[src/rtl/ps2_kbd_tx.sv]
`default_nettype none
// ============================================================================
// Module   : ps2_kbd_tx
// Purpose  : Device-side PS/2 keyboard transmitter; a byte FIFO feeds 11-bit
//            frames onto the PS/2 clock/data lines, honouring host inhibit.
// Revision : 1.0 - initial release
// ============================================================================
module ps2_kbd_tx #(
  parameter int HALF_PERIOD = 2000,
  parameter int GAP_CYCLES  = 4000,
  parameter int FIFO_AW     = 4
) (
  input  logic       clk,
  input  logic       n_reset,
  input  logic [7:0] wr_data,
  input  logic       wr_en,
  output logic       full,
  output logic       empty,
  output logic       busy,
  output logic       overflow,
  input  logic       ps2_clk_in,
  output logic       ps2_clk_out,
  output logic       ps2_data_out
);

  localparam int DEPTH   = 2 ** FIFO_AW;
  localparam int CNT_MAX = (HALF_PERIOD > GAP_CYCLES) ? HALF_PERIOD : GAP_CYCLES;
  localparam int CW      = $clog2(CNT_MAX + 1);

  localparam logic [CW-1:0] HALF_LAST   = CW'(HALF_PERIOD - 1);
  localparam logic [CW-1:0] GAP_LAST    = CW'(GAP_CYCLES - 1);
  localparam logic [CW-1:0] SAMPLE_FROM = CW'(3);
  localparam logic [3:0]    LAST_BIT    = 4'd10;

  localparam logic [2:0] S_IDLE    = 3'd0;
  localparam logic [2:0] S_LOAD    = 3'd1;
  localparam logic [2:0] S_BIT_HI  = 3'd2;
  localparam logic [2:0] S_BIT_LO  = 3'd3;
  localparam logic [2:0] S_GAP     = 3'd4;
  localparam logic [2:0] S_INHIBIT = 3'd5;

  logic             clk_meta_q, clk_sync_q;
  logic [2:0]       state_q, state_d;
  logic [CW-1:0]    cnt_q, cnt_d;
  logic [3:0]       bit_idx_q, bit_idx_d;
  logic [10:0]      frame_q, frame_d;
  logic [FIFO_AW:0] wr_ptr_q, wr_ptr_d;
  logic [FIFO_AW:0] rd_ptr_q, rd_ptr_d;
  logic             full_q, full_d;
  logic             empty_q, empty_d;
  logic [7:0]       mem_q [DEPTH];

  logic       push;
  logic       pop;
  logic [7:0] head;

  // Idles high so a reset never looks like a host inhibit.
  always_ff @(posedge clk or negedge n_reset) begin
    if (!n_reset) begin
      clk_meta_q <= 1'b1;
      clk_sync_q <= 1'b1;
    end else begin
      clk_meta_q <= ps2_clk_in;
      clk_sync_q <= clk_meta_q;
    end
  end

  assign push     = wr_en && !full_q;
  assign overflow = wr_en && full_q;
  assign head     = mem_q[rd_ptr_q[FIFO_AW-1:0]];

  always_comb begin
    wr_ptr_d = wr_ptr_q + {{FIFO_AW{1'b0}}, push};
    rd_ptr_d = rd_ptr_q + {{FIFO_AW{1'b0}}, pop};
    empty_d  = (wr_ptr_d == rd_ptr_d);
    full_d   = (wr_ptr_d[FIFO_AW] != rd_ptr_d[FIFO_AW]) &&
               (wr_ptr_d[FIFO_AW-1:0] == rd_ptr_d[FIFO_AW-1:0]);
  end

  always_ff @(posedge clk or negedge n_reset) begin
    if (!n_reset) begin
      wr_ptr_q <= '0;
      rd_ptr_q <= '0;
      full_q   <= 1'b0;
      empty_q  <= 1'b1;
    end else begin
      wr_ptr_q <= wr_ptr_d;
      rd_ptr_q <= rd_ptr_d;
      full_q   <= full_d;
      empty_q  <= empty_d;
    end
  end

  always_ff @(posedge clk) begin
    if (push) begin
      mem_q[wr_ptr_q[FIFO_AW-1:0]] <= wr_data;
    end
  end

  assign full  = full_q;
  assign empty = empty_q;

  always_ff @(posedge clk or negedge n_reset) begin
    if (!n_reset) begin
      state_q   <= S_IDLE;
      cnt_q     <= '0;
      bit_idx_q <= '0;
      frame_q   <= '1;
    end else begin
      state_q   <= state_d;
      cnt_q     <= cnt_d;
      bit_idx_q <= bit_idx_d;
      frame_q   <= frame_d;
    end
  end

  always_comb begin
    state_d   = state_q;
    cnt_d     = cnt_q + 1'b1;
    bit_idx_d = bit_idx_q;
    frame_d   = frame_q;
    case (state_q)
      S_IDLE: begin
        cnt_d = '0;
        if (!empty_q && clk_sync_q) state_d = S_LOAD;
      end
      S_LOAD: begin
        // Transmit order is frame_q[0] first: start, data LSB-first, odd parity, stop.
        frame_d   = {1'b1, ~^head, head, 1'b0};
        bit_idx_d = '0;
        state_d   = S_BIT_HI;
      end
      S_BIT_HI: begin
        if (cnt_q >= SAMPLE_FROM && !clk_sync_q && bit_idx_q < LAST_BIT) begin
          state_d = S_INHIBIT;
        end else if (cnt_q == HALF_LAST) begin
          state_d = S_BIT_LO;
        end
      end
      S_BIT_LO: begin
        if (cnt_q == HALF_LAST) begin
          if (bit_idx_q == LAST_BIT) begin
            state_d = S_GAP;
          end else begin
            bit_idx_d = bit_idx_q + 4'd1;
            state_d   = S_BIT_HI;
          end
        end
      end
      S_GAP: begin
        if (cnt_q == GAP_LAST) state_d = S_IDLE;
      end
      S_INHIBIT: begin
        // Needs an unbroken run of high samples before the frame is retried.
        if (!clk_sync_q) cnt_d = '0;
        else if (cnt_q == GAP_LAST) state_d = S_IDLE;
      end
      default: state_d = S_IDLE;
    endcase
    if (state_d != state_q) cnt_d = '0;
  end

  always_comb begin
    ps2_clk_out  = 1'b1;
    ps2_data_out = 1'b1;
    busy         = (state_q != S_IDLE);
    pop          = 1'b0;
    case (state_q)
      S_BIT_HI: ps2_data_out = frame_q[bit_idx_q];
      S_BIT_LO: begin
        ps2_clk_out  = 1'b0;
        ps2_data_out = frame_q[bit_idx_q];
        pop          = (cnt_q == HALF_LAST) && (bit_idx_q == LAST_BIT);
      end
      default: ;
    endcase
  end

endmodule
`default_nettype wire
[config.mk]
export PLATFORM = sky130hd
export DESIGN_NAME = ps2_kbd_tx
export DESIGN_NICKNAME = d
export VERILOG_FILES = /design/src/rtl/ps2_kbd_tx.sv
export SDC_FILE = /design/constraint.sdc
export NUM_CORES = 1
export LEC_CHECK = 0
export BUFFER_PORTS_ARGS = -buffer_cell sky130_fd_sc_hd__buf_2
export CAP_MARGIN = 20
export CORE_MARGIN = 4
export CORE_UTILIZATION = 50
export CTS_BUF_LIST = sky130_fd_sc_hd__clkbuf_4
export DETAILED_ROUTE_END_ITERATION = 12
export PLACE_DENSITY_LB_ADDON = 0.12
export SLEW_MARGIN = 10
export SYNTH_ARGS = -nofsm -noshare
export SYNTH_HDL_FRONTEND = slang
export SYNTH_SLANG_ARGS = --single-unit
[constraint.sdc]
create_clock -name clk -period 3.03 [get_ports clk]
set_input_delay 0.606 -clock clk [delete_from_list [all_inputs] [get_ports clk]]
set_output_delay 0.606 -clock clk [all_outputs]
set_load 0.02 [all_outputs]
==> flow_results.xml <==
<?xml version="1.0" encoding="UTF-8"?>
<metrics>
  <group name="finish">
    <metric name="final_cell_count_no_fill" unit="">657</metric>
    <metric name="layout-area-overhead-vs-synth" unit="%">10.0</metric>
    <metric name="num_antenna_cells" unit="">0</metric>
    <metric name="fraction_of_layout_cells_with_a_size_suffix_above_1" unit="">0.256</metric>
    <metric name="design.final.nets" unit="">483</metric>
  </group>
  <group name="synthesis">
    <metric name="post_synth_instance_area" unit="sq um">7100</metric>
    <metric name="synthTopCellsByCount" unit="">edfxtp_1 (128), nor2_1 (38), dfrtp_1 (30)</metric>
    <metric name="warnings_from_yosys" unit="">0</metric>
    <metric name="syn_inst" unit="">424</metric>
    <metric name="synth-seq-area-share" unit="">0.695</metric>
    <metric name="async_flop_share" unit="">0.251</metric>
    <metric name="synth_edf_count" unit="">128</metric>
    <metric name="fraction_of_the_mapped_netlist_area_in_compound_gates" unit="">0.0333</metric>
    <metric name="synth_top_family_by_area" unit="">multiplexers</metric>
    <metric name="yosys.area.top_type_share" unit="">0.541</metric>
    <metric name="simple_gate_share_of_the_synthesized_area" unit="">0.0740</metric>
    <metric name="synth.largest_area_cell" unit="">edfxtp_1</metric>
    <metric name="synthMuxAreaShare" unit="">0.129</metric>
    <metric name="post_synth_xor_area_fraction" unit="">0.0358</metric>
    <metric name="synth_area_leaders" unit="">edfxtp_1 (54%), dfrtp_1 (11%), mux4_2 (7.6%), dfstp_2 (4.8%), mux4_1 (3.7%)</metric>
    <metric name="synth-main-ff-cell" unit="">edfxtp_1</metric>
    <metric name="synth_most_common_cell" unit="">edfxtp_1</metric>
    <metric name="synth.lib_cells_used.distinct" unit="">41</metric>
    <metric name="syn_area_per_cell" unit="sq um">16.7</metric>
    <metric name="synth_fa_ha_area_frac" unit="">0.0123</metric>
    <metric name="synth-seq-cells" unit="">171</metric>
    <metric name="mappedNetlistNets" unit="">443</metric>
  </group>
  <group name="floorplan">
    <metric name="ios" unit="">18</metric>
    <metric name="design.die.area" unit="sq um">16200</metric>
    <metric name="standard_cell_row_count" unit="">43</metric>
    <metric name="initial_utilization" unit="">0.512</metric>
    <metric name="core" unit="sq um">13900</metric>
    <metric name="die_w" unit="microns">127</metric>
    <metric name="die-height" unit="microns">127</metric>
  </group>
  <group name="cts">
    <metric name="buffers_from_clock_root_to_sink_at_most" unit="">2</metric>
    <metric name="cts_num_sinks" unit="">171</metric>
    <metric name="tritoncts" unit="">yes</metric>
    <metric name="postCtsSetupRepairBufs" unit="">0</metric>
    <metric name="clock_tree.htree_level_count" unit="">4</metric>
    <metric name="clk_transition_reported_paths" unit="ps">140</metric>
    <metric name="clk_latency" unit="ps">570</metric>
    <metric name="total_cts_buffers" unit="">17</metric>
    <metric name="clock_root_cell" unit="">clkbuf_4</metric>
  </group>
  <group name="place">
    <metric name="placement.io_buffers" unit="">17</metric>
    <metric name="numPlacedInstances" unit="">625</metric>
    <metric name="hpwlAfterDp" unit="mm">8.91</metric>
    <metric name="gp_routability_congestion" unit="">0.813</metric>
  </group>
  <group name="power_and_ir_drop">
    <metric name="power-per-cell-area" unit="nW/um^2">682</metric>
    <metric name="p_clk_frac" unit="">0.250</metric>
    <metric name="worst_ir_drop_vdd" unit="V">0.000557</metric>
    <metric name="pwr-share-seq" unit="">0.574</metric>
    <metric name="comb_power_share" unit="">0.176</metric>
    <metric name="power.net_switching" unit="mW">1.53</metric>
    <metric name="p_leak" unit="nW">2.70</metric>
    <metric name="intPower" unit="mW">3.80</metric>
    <metric name="swShare" unit="">0.287</metric>
  </group>
  <group name="worst_setup_path">
    <metric name="critPathMaxFanout" unit="">8</metric>
    <metric name="startpoint_to_endpoint_class_of_the_critical_path" unit="">reg -&gt; reg</metric>
    <metric name="worst-endpoint-required" unit="ps">3540</metric>
    <metric name="startpoint_class" unit="">flop</metric>
    <metric name="endpoint_class_of_the_critical_path" unit="">flop</metric>
    <metric name="reg_to_reg_startpoint" unit="">state_q[2]</metric>
    <metric name="worst_endpoint_data_arrival_time" unit="ps">3240</metric>
    <metric name="worst_setup_path_startpoint" unit="">state_q[2]</metric>
  </group>
  <group name="global_route">
    <metric name="grt.total_usage" unit="">0.179</metric>
    <metric name="grt_pass1_vias" unit="">3777</metric>
    <metric name="grt_max_degree" unit="">44</metric>
    <metric name="global_route_wire_length_before_repair" unit="mm">21.4</metric>
    <metric name="gr-total-overflow" unit="">0</metric>
    <metric name="antenna_found_initial" unit="">0</metric>
  </group>
  <group name="routing">
    <metric name="detail_route.drc_violations" unit="">0</metric>
    <metric name="detailroute.via_count" unit="">3733</metric>
    <metric name="drtPass1Iterations" unit="">5</metric>
    <metric name="finalWirelength" unit="mm">13.3</metric>
    <metric name="antenna_violating_nets_left" unit="">0</metric>
    <metric name="vias_per_cell" unit="">5.68</metric>
    <metric name="wire_per_inst" unit="microns">20.2</metric>
    <metric name="drt_first_iter_violations" unit="">336</metric>
  </group>
  <group name="timing">
    <metric name="setup_repair_after_global_routing_missed_its_margin" unit="">no</metric>
    <metric name="finalClockSkew" unit="ps">22.3</metric>
    <metric name="finalHoldViolations" unit="">0</metric>
    <metric name="relSlewSlack" unit="">0.369</metric>
    <metric name="slew_violations" unit="">0</metric>
    <metric name="period_share" unit="">0.903</metric>
    <metric name="fin_crit" unit="ps">2740</metric>
    <metric name="max_freq" unit="MHz">365</metric>
    <metric name="worst_hold_slack" unit="ps">126</metric>
    <metric name="report.final.setup_viol" unit="">0</metric>
    <metric name="tightest_slew" unit="ps">947</metric>
    <metric name="finalSetupTns" unit="ps">0</metric>
  </group>
  <group name="job">
    <metric name="drv.max_cap_violation_count" unit="">0</metric>
  </group>
  <group name="hold_path">
    <metric name="worst_hold_startpoint" unit="">ps2_clk_in</metric>
    <metric name="worst_hold_path_type" unit="">in -&gt; reg</metric>
  </group>
  <group name="run_status">
    <metric name="outcome" unit="">finished, final reports clean</metric>
  </group>
</metrics>
==> cells in the final DEF (no fill, tap or decap), types with 3 or more instances in the layout <==
master	n
o21ai_0	9
edfxtp_1	128
nand3b_1	3
dfrtp_1	29
nand2_1	18
nand2b_1	4
nor3_1	8
xnor2_1	16
xor2_1	12
a22oi_1	17
nor2b_1	4
mux4_1	10
dfstp_2	13
nand3_1	12
mux4_2	24
a21oi_1	5
or3_1	4
buf_2	17
inv_1	10
and2_1	4
clkbuf_4	19
buf_4	21
nor2_1	38
mux2_2	9
ha_1	7
inv_6	5
==> routing by layer <==
metal,track usage,routed length [microns]
met1,0.236,5790
met2,0.297,6760
met3,0.0460,580
met4,0.0492,141
met5,0,0
==> logic make-up (layout without fill, tap and decap cells) <==
group / after synthesis / in the layout
fa+ha+maj: 7 / 7
simple gates: 107 / 107
flops: 171 / 171
compound gates: 37 / 37
buf+inv: 29 / 82
mux: 44 / 44
xor+xnor: 29 / 29
==> layout make-up <==
| class | count | area, sq um |
|---|---|---|
| Timing Repair Buffer | 40 | 283 |
| Clock buffer | 19 | 143 |
| Fill cell | 1083 | 6070 |
| Sequential cell | 171 | 4940 |
| Multi-Input combinational cell | 224 | 2030 |
| Inverter | 10 | 37.5 |
| Tap cell | 180 | 225 |
| Clock inverter | 13 | 154 |
==> power by group through the flow <==
stage                     logic (mW)  clock network [mW]  registers [mW]
after CTS                      0.949                1.37            3.06
final                          0.936                1.33            3.06
after global placement         0.932                   0            3.09
after global routing            1.04                1.49            3.10
after floorplan                0.682                   0            3.03
after detailed placement       0.945                   0            3.11
==> sequential cells by signal, indices dropped and copies added (netlist names) <==
name	cells
mem_q	128
cnt_q	12
frame_q	10
rd_ptr_q	5
wr_ptr_q	5
bit_idx_q	4
state_q	3
clk_meta_q	1
clk_sync_q	1
empty	1
full	1
==> metrics by stage <==
step / util / area (sq um) / setup slack, ps / power [mW]
2_1_floorplan: - / 7100 / 410 / 3.71
3_3_place_gp: 0.540 / 7500 / 343 / 4.02
3_5_place_dp: 0.540 / 7500 / 192 / 4.06
4_1_cts: 0.562 / 7800 / 166 / 5.38
5_1_grt: 0.563 / 7810 / 46.4 / 5.63
6_report: 0.563 / 7810 / 294 / 5.33
==> path summary, 6_finish.rpt <==
path	slack [ps]	endpoint	depth (start not counted)
worst min register to register	370	clk_sync_q	0
worst max register to register	290	empty	9
min in group asynchronous	170	cnt_q[9]	1
worst max-delay path	290	empty	9
max in group asynchronous	2220	rd_ptr_q[0]	1
worst min-delay path	130	clk_meta_q	1
==> worst max-delay path, cell delays in order, from the launching register on <==
cell and delay, ps:
dfrtp_1 490, and2b_2 310, nand2_1 110, nor4_2 350
ha_1 240, ha_1 220, xor2_2 190, xor2_1 80
or4_1 550, nor2b_1 130
==> timing repair <==
item | 4_1_cts | 5_1_grt
hold buffers | 0 | 0
gates resized for setup | 0 | 3
hold endpoints to repair | 0 | 0
setup endpoints to repair | 0 | 2
Note: power is estimated with default switching activity, not from simulation.
